<file path="src/rtl/slow_clk_monitor.sv">
`default_nettype none
// ============================================================================
// Module   : slow_clk_monitor
// Purpose  : Samples a slow divided clock in the fast clk domain, emits
//            one-cycle rise/fall ticks, measures the half-period in clk
//            cycles and flags a stalled divider after TIMEOUT idle cycles.
// Ports    : clk          - system clock, rising edge
//            rst          - asynchronous active-high reset
//            slow_in      - divided clock, asynchronous to clk
//            tick_rise    - one-cycle pulse per synchronized rising edge
//            tick_fall    - one-cycle pulse per synchronized falling edge
//            half_period  - clk cycles between the last two edges
//            period_valid - half_period holds a trusted measurement
//            stalled      - no edge seen for TIMEOUT cycles
// Revision : 1.0 - initial release
// ============================================================================
module slow_clk_monitor #(
    parameter int SYNC_STAGES = 2,
    parameter int CNT_W       = 27,
    parameter int TIMEOUT     = 100000
) (
    input  logic             clk,
    input  logic             rst,
    input  logic             slow_in,
    output logic             tick_rise,
    output logic             tick_fall,
    output logic [CNT_W-1:0] half_period,
    output logic             period_valid,
    output logic             stalled
);

    typedef enum logic [1:0] {
        S_IDLE    = 2'd0,
        S_ARMED   = 2'd1,
        S_LOCKED  = 2'd2,
        S_STALLED = 2'd3
    } state_t;

    localparam logic [CNT_W-1:0] c_cnt_max = '1;
    localparam logic [CNT_W-1:0] c_cnt_one = CNT_W'(1);
    localparam logic [CNT_W-1:0] c_timeout = CNT_W'(TIMEOUT);

    logic [SYNC_STAGES-1:0] r_sync;
    logic                   r_prev;
    logic [CNT_W-1:0]       r_cnt;
    logic [CNT_W-1:0]       r_half_period;
    logic                   r_tick_rise;
    logic                   r_tick_fall;
    logic                   r_period_valid;
    logic                   r_stalled;
    state_t                 r_state;

    logic                   w_sync;
    logic                   w_edge;
    logic                   w_timeout;

    // Synchronizer chain: bit 0 takes the raw input, the MSB is the
    // metastability-safe value used by everything downstream.
    always_ff @(posedge clk or posedge rst) begin
        if (rst) begin
            r_sync <= '0;
        end else begin
            r_sync <= {r_sync[SYNC_STAGES-2:0], slow_in};
        end
    end

    assign w_sync    = r_sync[SYNC_STAGES-1];
    assign w_edge    = w_sync ^ r_prev;
    // An edge in the same cycle overrides the timeout.
    assign w_timeout = (r_cnt == c_timeout) && !w_edge;

    always_ff @(posedge clk or posedge rst) begin
        if (rst) begin
            r_prev         <= 1'b0;
            r_cnt          <= '0;
            r_half_period  <= '0;
            r_tick_rise    <= 1'b0;
            r_tick_fall    <= 1'b0;
            r_period_valid <= 1'b0;
            r_stalled      <= 1'b0;
            r_state        <= S_IDLE;
        end else begin
            r_prev      <= w_sync;
            r_tick_rise <= w_edge & w_sync;
            r_tick_fall <= w_edge & ~w_sync;

            // Interval counter saturates instead of wrapping so a very long
            // stall can never alias to a short-looking interval.
            if (w_edge) begin
                r_cnt <= '0;
            end else if (r_cnt != c_cnt_max) begin
                r_cnt <= r_cnt + c_cnt_one;
            end

            if (w_edge) begin
                case (r_state)
                    S_IDLE: begin
                        r_state        <= S_ARMED;
                        r_period_valid <= 1'b0;
                        r_stalled      <= 1'b0;
                    end
                    S_ARMED, S_LOCKED: begin
                        // cnt counts cycles since the previous edge cycle, so
                        // the interval between detections is cnt + 1.
                        r_half_period  <= r_cnt + c_cnt_one;
                        r_state        <= S_LOCKED;
                        r_period_valid <= 1'b1;
                        r_stalled      <= 1'b0;
                    end
                    default: begin
                        // Leaving a stall: the gap just ended is not a real
                        // half-period, so this edge only re-arms.
                        r_state        <= S_ARMED;
                        r_period_valid <= 1'b0;
                        r_stalled      <= 1'b0;
                    end
                endcase
            end else if (w_timeout) begin
                r_state        <= S_STALLED;
                r_period_valid <= 1'b0;
                r_stalled      <= 1'b1;
            end
        end
    end

    assign tick_rise    = r_tick_rise;
    assign tick_fall    = r_tick_fall;
    assign half_period  = r_half_period;
    assign period_valid = r_period_valid;
    assign stalled      = r_stalled;

endmodule
`default_nettype wire

</file>
<file path="config.mk">
export PLATFORM = sky130hd
export DESIGN_NAME = slow_clk_monitor
export DESIGN_NICKNAME = d
export VERILOG_FILES = /design/src/rtl/slow_clk_monitor.sv
export SDC_FILE = /design/constraint.sdc
export NUM_CORES = 1
export LEC_CHECK = 0
export BUFFER_PORTS_ARGS = -buffer_cell sky130_fd_sc_hd__buf_2
export CAP_MARGIN = 20
export CORE_ASPECT_RATIO = 1.1
export CORE_UTILIZATION = 30
export CTS_BUF_LIST = sky130_fd_sc_hd__clkbuf_8 sky130_fd_sc_hd__clkbuf_16
export DETAILED_ROUTE_END_ITERATION = 10
export HOLD_SLACK_MARGIN = 0.15
export SETUP_SLACK_MARGIN = 0.4
export SLEW_MARGIN = 40
export SYNTH_ARGS = -nofsm -noshare
export SYNTH_HDL_FRONTEND = slang
export SYNTH_SLANG_ARGS = --single-unit
</file>
<file path="constraint.sdc">
create_clock -name clk -period 2.35 [get_ports clk]
set_clock_uncertainty 0.1 [all_clocks]
set_input_delay 0.1175 -clock clk [delete_from_list [all_inputs] [get_ports clk]]
set_output_delay 0.1175 -clock clk [all_outputs]
set_load 0.01 [all_outputs]
</file>
==> results of run 1 <==
==> cell families after synthesis <==
group                    count (synthesis)
XOR/XNOR                                16
buffers and inverters                   33
adder cells (fa/ha/maj)                  4
AND/OR/NAND/NOR                        112
AO/OA/AOI/OAI                           72
flip-flops                              63
==> worst max-delay path by stage <==
| stage | end | slack [ps] | cells after the start |
|---|---|---|---|
| 2_1_floorplan | half_period[20] | 330 | 6 |
| 3_3_place_gp | half_period[22] | 240 | 5 |
| 3_5_place_dp | r_cnt[20] | 120 | 5 |
| 4_1_cts | r_cnt[20] | 380 | 5 |
| 5_1_grt | r_cnt[19] | 360 | 4 |
| 6_report | r_cnt[19] | 400 | 4 |
==> layer usage <==
layer  up-vias  global-route usage [%]  share of wire (%)
li1       1198                       -                  -
met1      1217                    17.3                 45
met2        52                    24.4                 49
met3        10                    4.34                4.3
met4         0                    6.08                1.7
met5         -                       0                  0
==> flip-flops by register name, indices dropped and copies added (netlist names) <==
| name | count |
|---|---|
| tick_fall | 1 |
| period_valid | 1 |
| r_cnt | 27 |
| tick_rise | 1 |
| half_period | 27 |
| r_sync | 2 |
| r_state | 2 |
| stalled | 1 |
| r_prev | 1 |
==> timing repair <==
action / 4_1_cts / 5_1_grt
pin swaps: 6 / 10
resized for setup: 14 / 24
endpoints found under the hold margin: 64 / 0
gates cloned: 0 / 0
setup endpoints to repair: 35 / 45
hold buffers: 2 / 0
buffers inserted: 11 / 3
==> per-stage QoR <==
stage               instance area (um2)  hold slack, ps  total power [W]
finish                             3720             201          0.00279
global route                       3720             245          0.00300
CTS                                3590             203          0.00282
detailed placement                 3260            31.1          0.00196
global placement                   3260            22.0          0.00195
floorplan                          2960            48.9          0.00175
==> cell type report <==
type	count	area [um2]	share of cell area, %
clock inverters	5	23.8	0.640
flip-flops and latches	63	1590	42.8
inverters	14	52.6	1.41
multi-input cells	204	1390	37.3
repair buffers	59	365	9.83
well taps	117	146	3.94
clock buffers	11	151	4.07
==> cell usage in the layout, fill, tap and decap left out, types with 3 or more instances in the layout <==
cell / netlist / layout
nand2_1: 26 / 26
a21oi_1: 20 / 20
o21ai_0: 19 / 18
nand3_1: 12 / 10
dfrtp_1: 63 / 50
nand4_1: 11 / 11
or4_4: 1 / 5
dfrtp_2: 0 / 13
inv_1: 14 / 14
ha_1: 4 / 3
buf_4: 0 / 24
o31ai_1: 9 / 8
xor2_1: 5 / 5
buf_2: 3 / 33
nand4_4: 0 / 3
clkinv_2: 0 / 4
nor2_1: 15 / 15
xnor2_1: 11 / 11
nor4_1: 7 / 5
or3_1: 6 / 3
or3_4: 0 / 3
clkbuf_8: 0 / 11
and4_1: 3 / 3
a31oi_1: 17 / 16
nor3_1: 10 / 8
or2_2: 5 / 3
==> critical path, stage by stage (launching register included) <==
cell     delay, ps
dfrtp_2        440
nand4_4        130
or4_4          570
or4_4          430
a31oi_1        190
==> power breakdown <==
part / total, W / leakage [nW] / switching (W) / internal [W]
Clock: 0.000832 / 0.100 / 0.000404 / 0.000429
Sequential: 0.00132 / 0.819 / 0.0000873 / 0.00123
Combinational: 0.000642 / 0.644 / 0.000390 / 0.000251
==> flow_summary.ini, run 1 <==
[status]
outcome = finished, final reports clean

[die]
num_rows = 37
die_w_um = 96.6
die_h_um = 106
core_um2 = 9440
start_util_pct = 31.3
die_area_um2 = 10200
io_pins = 34

[setup_path]
rrSetupSlack_ps = 400
cp-startpoint = r_cnt[0]
reg2reg_from = r_cnt[0]
crit_path_start_kind = flip-flop
end_kind = flip-flop
reg2reg_depth = 4
path_class = flip-flop to flip-flop
worstPathArrival_ps = 2110
required_ps = 2510
worst_r2r_endpoint = r_cnt[19]
critPathMaxFanout = 6

[synthesis]
synthCells = 300
yosysMostFrequentCell = dfrtp_1
synth_top_area_share_pct = 53.4
synth-simple-area-share_pct = 21.1
synth_mux_area_share_pct = 0
ys_ff_latch = 63
yosysWarnings = 0
synth_ff_type = dfrtp_1
synth_area_leaders = dfrtp_1 (53%), a31oi_1 (3.6%), a21oi_1 (3.4%)
synth_top_family_by_area = simple AND/OR/NAND/NOR gates
synth_xor_xnor_area_share_pct = 4.74
async_flop_share_pct = 100
synth_area_per_cell_um2 = 9.85
synth_compound_area_share_pct = 14.5
synth_fp_nets = 307
synth_edf_count = 0
ys_seq_area_share_pct = 53.4
synth_adder_area_share_pct = 1.69
yosys-top-cells-count = dfrtp_1 (63), nand2_1 (26), a21oi_1 (20), o21ai_0 (19), a31oi_1 (17)
yosysTopAreaCell = dfrtp_1
ys_types = 37
syn_area_um2 = 2950

[power_and_ir_drop]
ir_drop_uv = 198
p_per_area_nw_per_um2 = 752
p_leak_nw = 1.56

[cts]
clock-sinks = 63
htreeDepth = 3
cts.clk_slew.worst_paths_ps = 70
clkLatencyLatePin_ps = 340
clockBufferDepth = 2
cts_tree = yes
cts_root_buf = clkbuf_8
cts_buffers = 9

[timing]
hold_viol_final = 0
relSlewSlack_pct = 71.2
period_needed_ps = 1950
worstMarginPinSlew_ps = 432
rsz0062_at_grt = yes
finalWorstSetupSlack_ps = 398
setup-tns-final_ps = 0
setup_violations = 0
min_period_over_period_pct = 83.1
slew_violations = 0
fmax_ghz = 0.512

[cells_and_area]
fin_nets = 358
n_antenna_cell = 0
fin_cells = 473
final_layout_size_suffix_gt1_share_pct = 31.7
areaGrowthSynthToFinish_pct = 25.8
fin_util_pct = 39.4
fillCellCount = 991

[grt]
grt_antenna_before_repair = 0
grt_max_degree = 38
grt_pass1_vias = 2520
track_usage_pct = 14.5
grt_pass1_wl_um = 11900
grt_remaining_overflow = 0

[worst_hold_path]
hp-class = input pin to asynchronous set/reset pin

[placement]
dpl_worst_slack_ps = 120
gp_congestion = 0.842
dp_cells = 441
portBuffers = 33
place_hpwl_um = 4670

[drt]
dr.pass1.iters = 4
num_vias = 2477
totalWireLength_um = 6850
drc = 0
drtIter0Drc = 142
drtAntennaViolNets = 0
wl_per_cell_um = 14.5
routed_via_density = 5.24

[job]
maxCapViolCount = 0
No activity file was read; power rests on OpenSTA's default activity.
==> inputs of run 2 (changes only) <==
- clock period: 2.35 -> 2 ns (I/O delays scaled with it)
==> flow_summary.ini, run 2 (synthesized netlist as in run 1, its figures left out) <==
[cells_and_area]
fin_util_pct = 46.6
layout_commonest_cell = dfrtp_1
n_antenna_cell = 0
layout.cells.most_common_list = dfrtp_1 (57), buf_4 (43), buf_2 (33)
areaGrowthSynthToFinish_pct = 49.1
final_layout_size_suffix_gt1_share_pct = 47.6
fin_nets = 393

[timing]
hold_viol_final = 0
setup_violations = 1
period_needed_ps = 2000
whs_ps = 262
finalWorstSetupSlack_ps = -1.50
relSlewSlack_pct = 56.7
slew_violations = 0
fmax_ghz = 0.500
worstMarginPinSlew_ps = 649
rsz0062_at_grt = yes
min_period_over_period_pct = 100

[die]
die_h_um = 106
die_area_um2 = 10200
die_w_um = 96.6
io_pins = 34
core_um2 = 9440
start_util_pct = 31.3
num_rows = 37

[power_and_ir_drop]
p_leak_nw = 1.90
p_per_area_nw_per_um2 = 794
ir_drop_uv = 355

[grt]
grt_antenna_before_repair = 0
grt_remaining_overflow = 0
track_usage_pct = 15.9
grt_pass1_wl_um = 12800
grt_max_degree = 38
grt_pass1_vias = 2571

[cts]
clock-sinks = 63
htreeDepth = 3
cts_buffers = 9
cts_root_buf = clkbuf_8
clockBufferDepth = 2
clkLatencyLatePin_ps = 350
cts_tree = yes
cts.clk_slew.worst_paths_ps = 70

[setup_path]
crit_cells = 5
worstPathArrival_ps = 2160
crit_path_start_kind = flip-flop
reg2reg_depth = 5
critPathMaxStageDelay_ps = 460
required_ps = 2160
crit_buf_inv = 1
slowest_stage = or4_4
critPathMaxFanout = 6
crit_chain = nand4_4 > buf_6 > or3_4 > or4_4 > a31oi_1
end_kind = flip-flop
critPathTopFamily = simple AND/OR/NAND/NOR gates
path_class = flip-flop to flip-flop

[drt]
drtIter0Drc = 121
wl_per_cell_um = 17.4
wl_met3_um = 415
met1_length_um = 3850
num_vias = 2669
met2_length_um = 4300
drc = 0
routed.top_layer = met4
dr.pass1.iters = 4
drtAntennaViolNets = 0
routed_via_density = 5.25
totalWireLength_um = 8820

[job]
maxCapViolCount = 0

[worst_hold_path]
min_path_cells = 0
hp-class = flip-flop to flip-flop

[status]
violations = setup timing
outcome = finished, violations left

[placement]
gp_congestion = 0.855
place_hpwl_um = 4970
portBuffers = 33
[run 2: timing repair]
item                                    in CTS  in global routing
endpoints found under the setup margin      49                 58
pin swaps                                   28                 40
resized for setup                           43                 73
hold buffers                                 2                  0
cloned                                       0                  2
buffers inserted                            13                  9
hold endpoints to repair                    28                  0
[run 2: worst register-to-register path: stages, from the launching register on]
cell and delay [ps]:
dfrtp_1 400, nand4_4 170, buf_6 160, or3_4 410, or4_4 460, a31oi_1 210
[run 2: report_power, final]
part | internal, W | switching [W]
sequential | 0.00145 | 0.000104
clock | 0.000429 | 0.000515
combinational | 0.000414 | 0.000589
[run 2: final cells by class]
type	count	area, um2
clock inverters	7	33.8
flip-flops and latches	63	1580
fillers	881	5040
well taps	117	146
repair buffers	93	708
multi-input cells	205	1750
inverters	14	58.8
clock buffers	9	124
[run 2: path summary, 6_finish.rpt]
check                          start              end  slack [ps]
max                         r_cnt[7]  half_period[20]          -2
min                        r_sync[0]        r_sync[1]         260
max reg2reg                 r_cnt[7]  half_period[20]          -2
min reg2reg                r_sync[0]        r_sync[1]         260
max in group asynchronous        rst         r_cnt[8]         920
min in group asynchronous        rst        tick_rise         280
[run 2: through the flow]
step           power (W)  setup TNS (ps)  setup slack, ps  cell area [um2]  cells
2_1_floorplan    0.00212           -42.1            -12.1             3030    300
3_3_place_gp     0.00232            -693            -59.7             3490    466
3_5_place_dp     0.00234           -1310             -102             3490    466
4_1_cts          0.00331               0             95.8             3960    497
5_1_grt          0.00369           -37.4            -31.5             4400    508
6_report         0.00350           -1.50            -1.50             4400    508
[run 2: per-layer routing]
layer / track usage (%) / up-vias
li1: - / 1271
met1: 19.6 / 1302
met2: 25.0 / 78
met3: 4.93 / 18
met4: 8.21 / 0
met5: 0 / -
==> inputs of run 3 (changes only) <==
- ABC_AREA: default -> 1
- CAP_MARGIN: 20 -> 30
- GPL_TIMING_DRIVEN: default -> 0
==> flow_summary.ini, run 3 <==
[setup_path]
required_ps = 2190
critPathMaxFanout = 7
reg2reg_from = r_cnt[0]
end_kind = flip-flop
path_class = flip-flop to flip-flop
worstPathArrival_ps = 1870
crit_path_start_kind = flip-flop
cp-startpoint = r_cnt[0]

[synthesis]
synth_area_per_cell_um2 = 7.83
synth_area_leaders = dfrtp_1 (51%), nand2_1 (21%), nor2_1 (5.0%)
ys_seq_area_share_pct = 50.8
synth_edf_count = 0
synth_top_area_share_pct = 50.8
syn_area_um2 = 3100
synth_fp_nets = 403
synthCells = 396
ys_ff_latch = 63
ys_types = 25
async_flop_share_pct = 100
yosysMostFrequentCell = nand2_1
yosysWarnings = 0
synth_ff_type = dfrtp_1
yosysTopAreaCell = dfrtp_1
yosys-top-cells-count = nand2_1 (177), dfrtp_1 (63), nor2_1 (41), nand3_1 (28), inv_1 (25)

[cts]
cts_buffers = 9
htreeDepth = 3
cts_tree = yes
clock-sinks = 63
clockBufferDepth = 2
clkLatencyLatePin_ps = 360
cts.clk_slew.worst_paths_ps = 70
cts_root_buf = clkbuf_8

[drt]
num_vias = 2839
totalWireLength_um = 8880
drtAntennaViolNets = 0
wl_per_cell_um = 14.7
routed_via_density = 4.69
dr.pass1.iters = 6
drc = 0
drtIter0Drc = 148

[grt]
grt_remaining_overflow = 0
grt_max_degree = 26
track_usage_pct = 17.4
grt_antenna_before_repair = 0
grt_pass1_wl_um = 14100
grt_pass1_vias = 2739

[die]
start_util_pct = 31.2
io_pins = 34
core_um2 = 9940
die_w_um = 98.9
num_rows = 38
die_h_um = 109
die_area_um2 = 10700

[timing]
relSlewSlack_pct = 69.0
finalWorstSetupSlack_ps = 328
setup-tns-final_ps = 0
hold_viol_final = 0
worstMarginPinSlew_ps = 464
slew_violations = 0
setup_violations = 0
period_needed_ps = 1670
rsz0062_at_grt = yes
fmax_ghz = 0.598
min_period_over_period_pct = 83.6

[cells_and_area]
fin_nets = 487
areaGrowthSynthToFinish_pct = 39.5
layout.cells.most_common_list = nand2_1 (149), dfrtp_1 (56), buf_4 (35)
final_layout_size_suffix_gt1_share_pct = 35.3
n_antenna_cell = 0
fin_util_pct = 43.5
layout_commonest_cell = nand2_1

[power_and_ir_drop]
ir_drop_uv = 264
finalPower_w = 0.00338
p_per_area_nw_per_um2 = 781
p_leak_nw = 2.24

[placement]
gp_congestion = 0.865
place_hpwl_um = 5750
portBuffers = 33
dpl_worst_slack_ps = -53.0

[status]
outcome = finished, final reports clean

[worst_hold_path]
hp-class = input pin to asynchronous set/reset pin

[job]
maxCapViolCount = 0
[run 3: changes by cell type after synthesis, sizes merged, moves of 11 or more]
cell   change
nand2    +154
a31oi     -17
a21oi     -19
inv       +11
nand3     +17
nor2      +34
[run 3: timing repair]
action | in CTS | in global routing
pin swaps | 13 | 25
endpoints found under the setup margin | 58 | 57
gates cloned | 2 | 1
setup buffers | 12 | 21
resized for setup | 28 | 75
hold buffers | 2 | 0
hold endpoints to repair | 64 | 0
[run 3: through the flow]
stage | cells | hold WS (ps) | cell area [um2]
floorplan | 396 | 31.4 | 3100
global placement | 549 | 111 | 3420
detailed placement | 551 | 44.1 | 3470
CTS | 583 | 208 | 3920
global route | 605 | 241 | 4320
finish | 605 | 209 | 4320
[run 3: final cells by class]
cell class                 count  area, um2
tap                          120        150
fill                         983       5610
timing repair buffer          72        528
sequential                    63       1590
multi-input combinational    299       1640
clock inverter                 5       80.1
inverter                      25        103
buffer                        10       87.6
clock buffer                  11        151
[run 3: logic make-up after synthesis]
kind of cell	synth area share, %
buffers and inverters	4.88
adders and majority gates	1.61
DFF	50.8
AOI/OAI and AO/OA	2.10
xor gates and xnor gates	4.24
and+or+nand+nor	36.3
[run 3: per-layer routing]
metal / up-vias / track usage [%] / wire length (um)
li1: 1395 / - / -
met1: 1358 / 22.3 / 4000
met2: 67 / 27.9 / 4180
met3: 19 / 3.97 / 458
met4: 0 / 8.00 / 245
met5: - / 0 / 0
[run 3: critical path: stages (launching register included)]
cell       delay (ps)
dfrtp_2           420
ha_4              190
nand2_4            50
nor2_4            120
nand2_4            90
nor2_8            190
nand3_4           180
clkbuf_16         210
nand2_2            50
[run 3: path summary, 6_finish.rpt]
path | end | slack [ps] | depth (start not counted)
worst max register to register | r_cnt[12] | 330 | 8
worst min register to register | r_sync[1] | 250 | 0
worst max-delay path | r_cnt[12] | 330 | 8
max in group asynchronous | half_period[14] | 1120 | 4
min in group clk | r_sync[1] | 250 | 0
worst min-delay path | stalled | 210 | 3
[run 3: where the power goes]
group          switching, W  internal, W  total, W
sequential        0.0000513      0.00135   0.00140
combinational      0.000423     0.000259  0.000683
clock              0.000527     0.000767   0.00129
total               0.00100      0.00238   0.00338
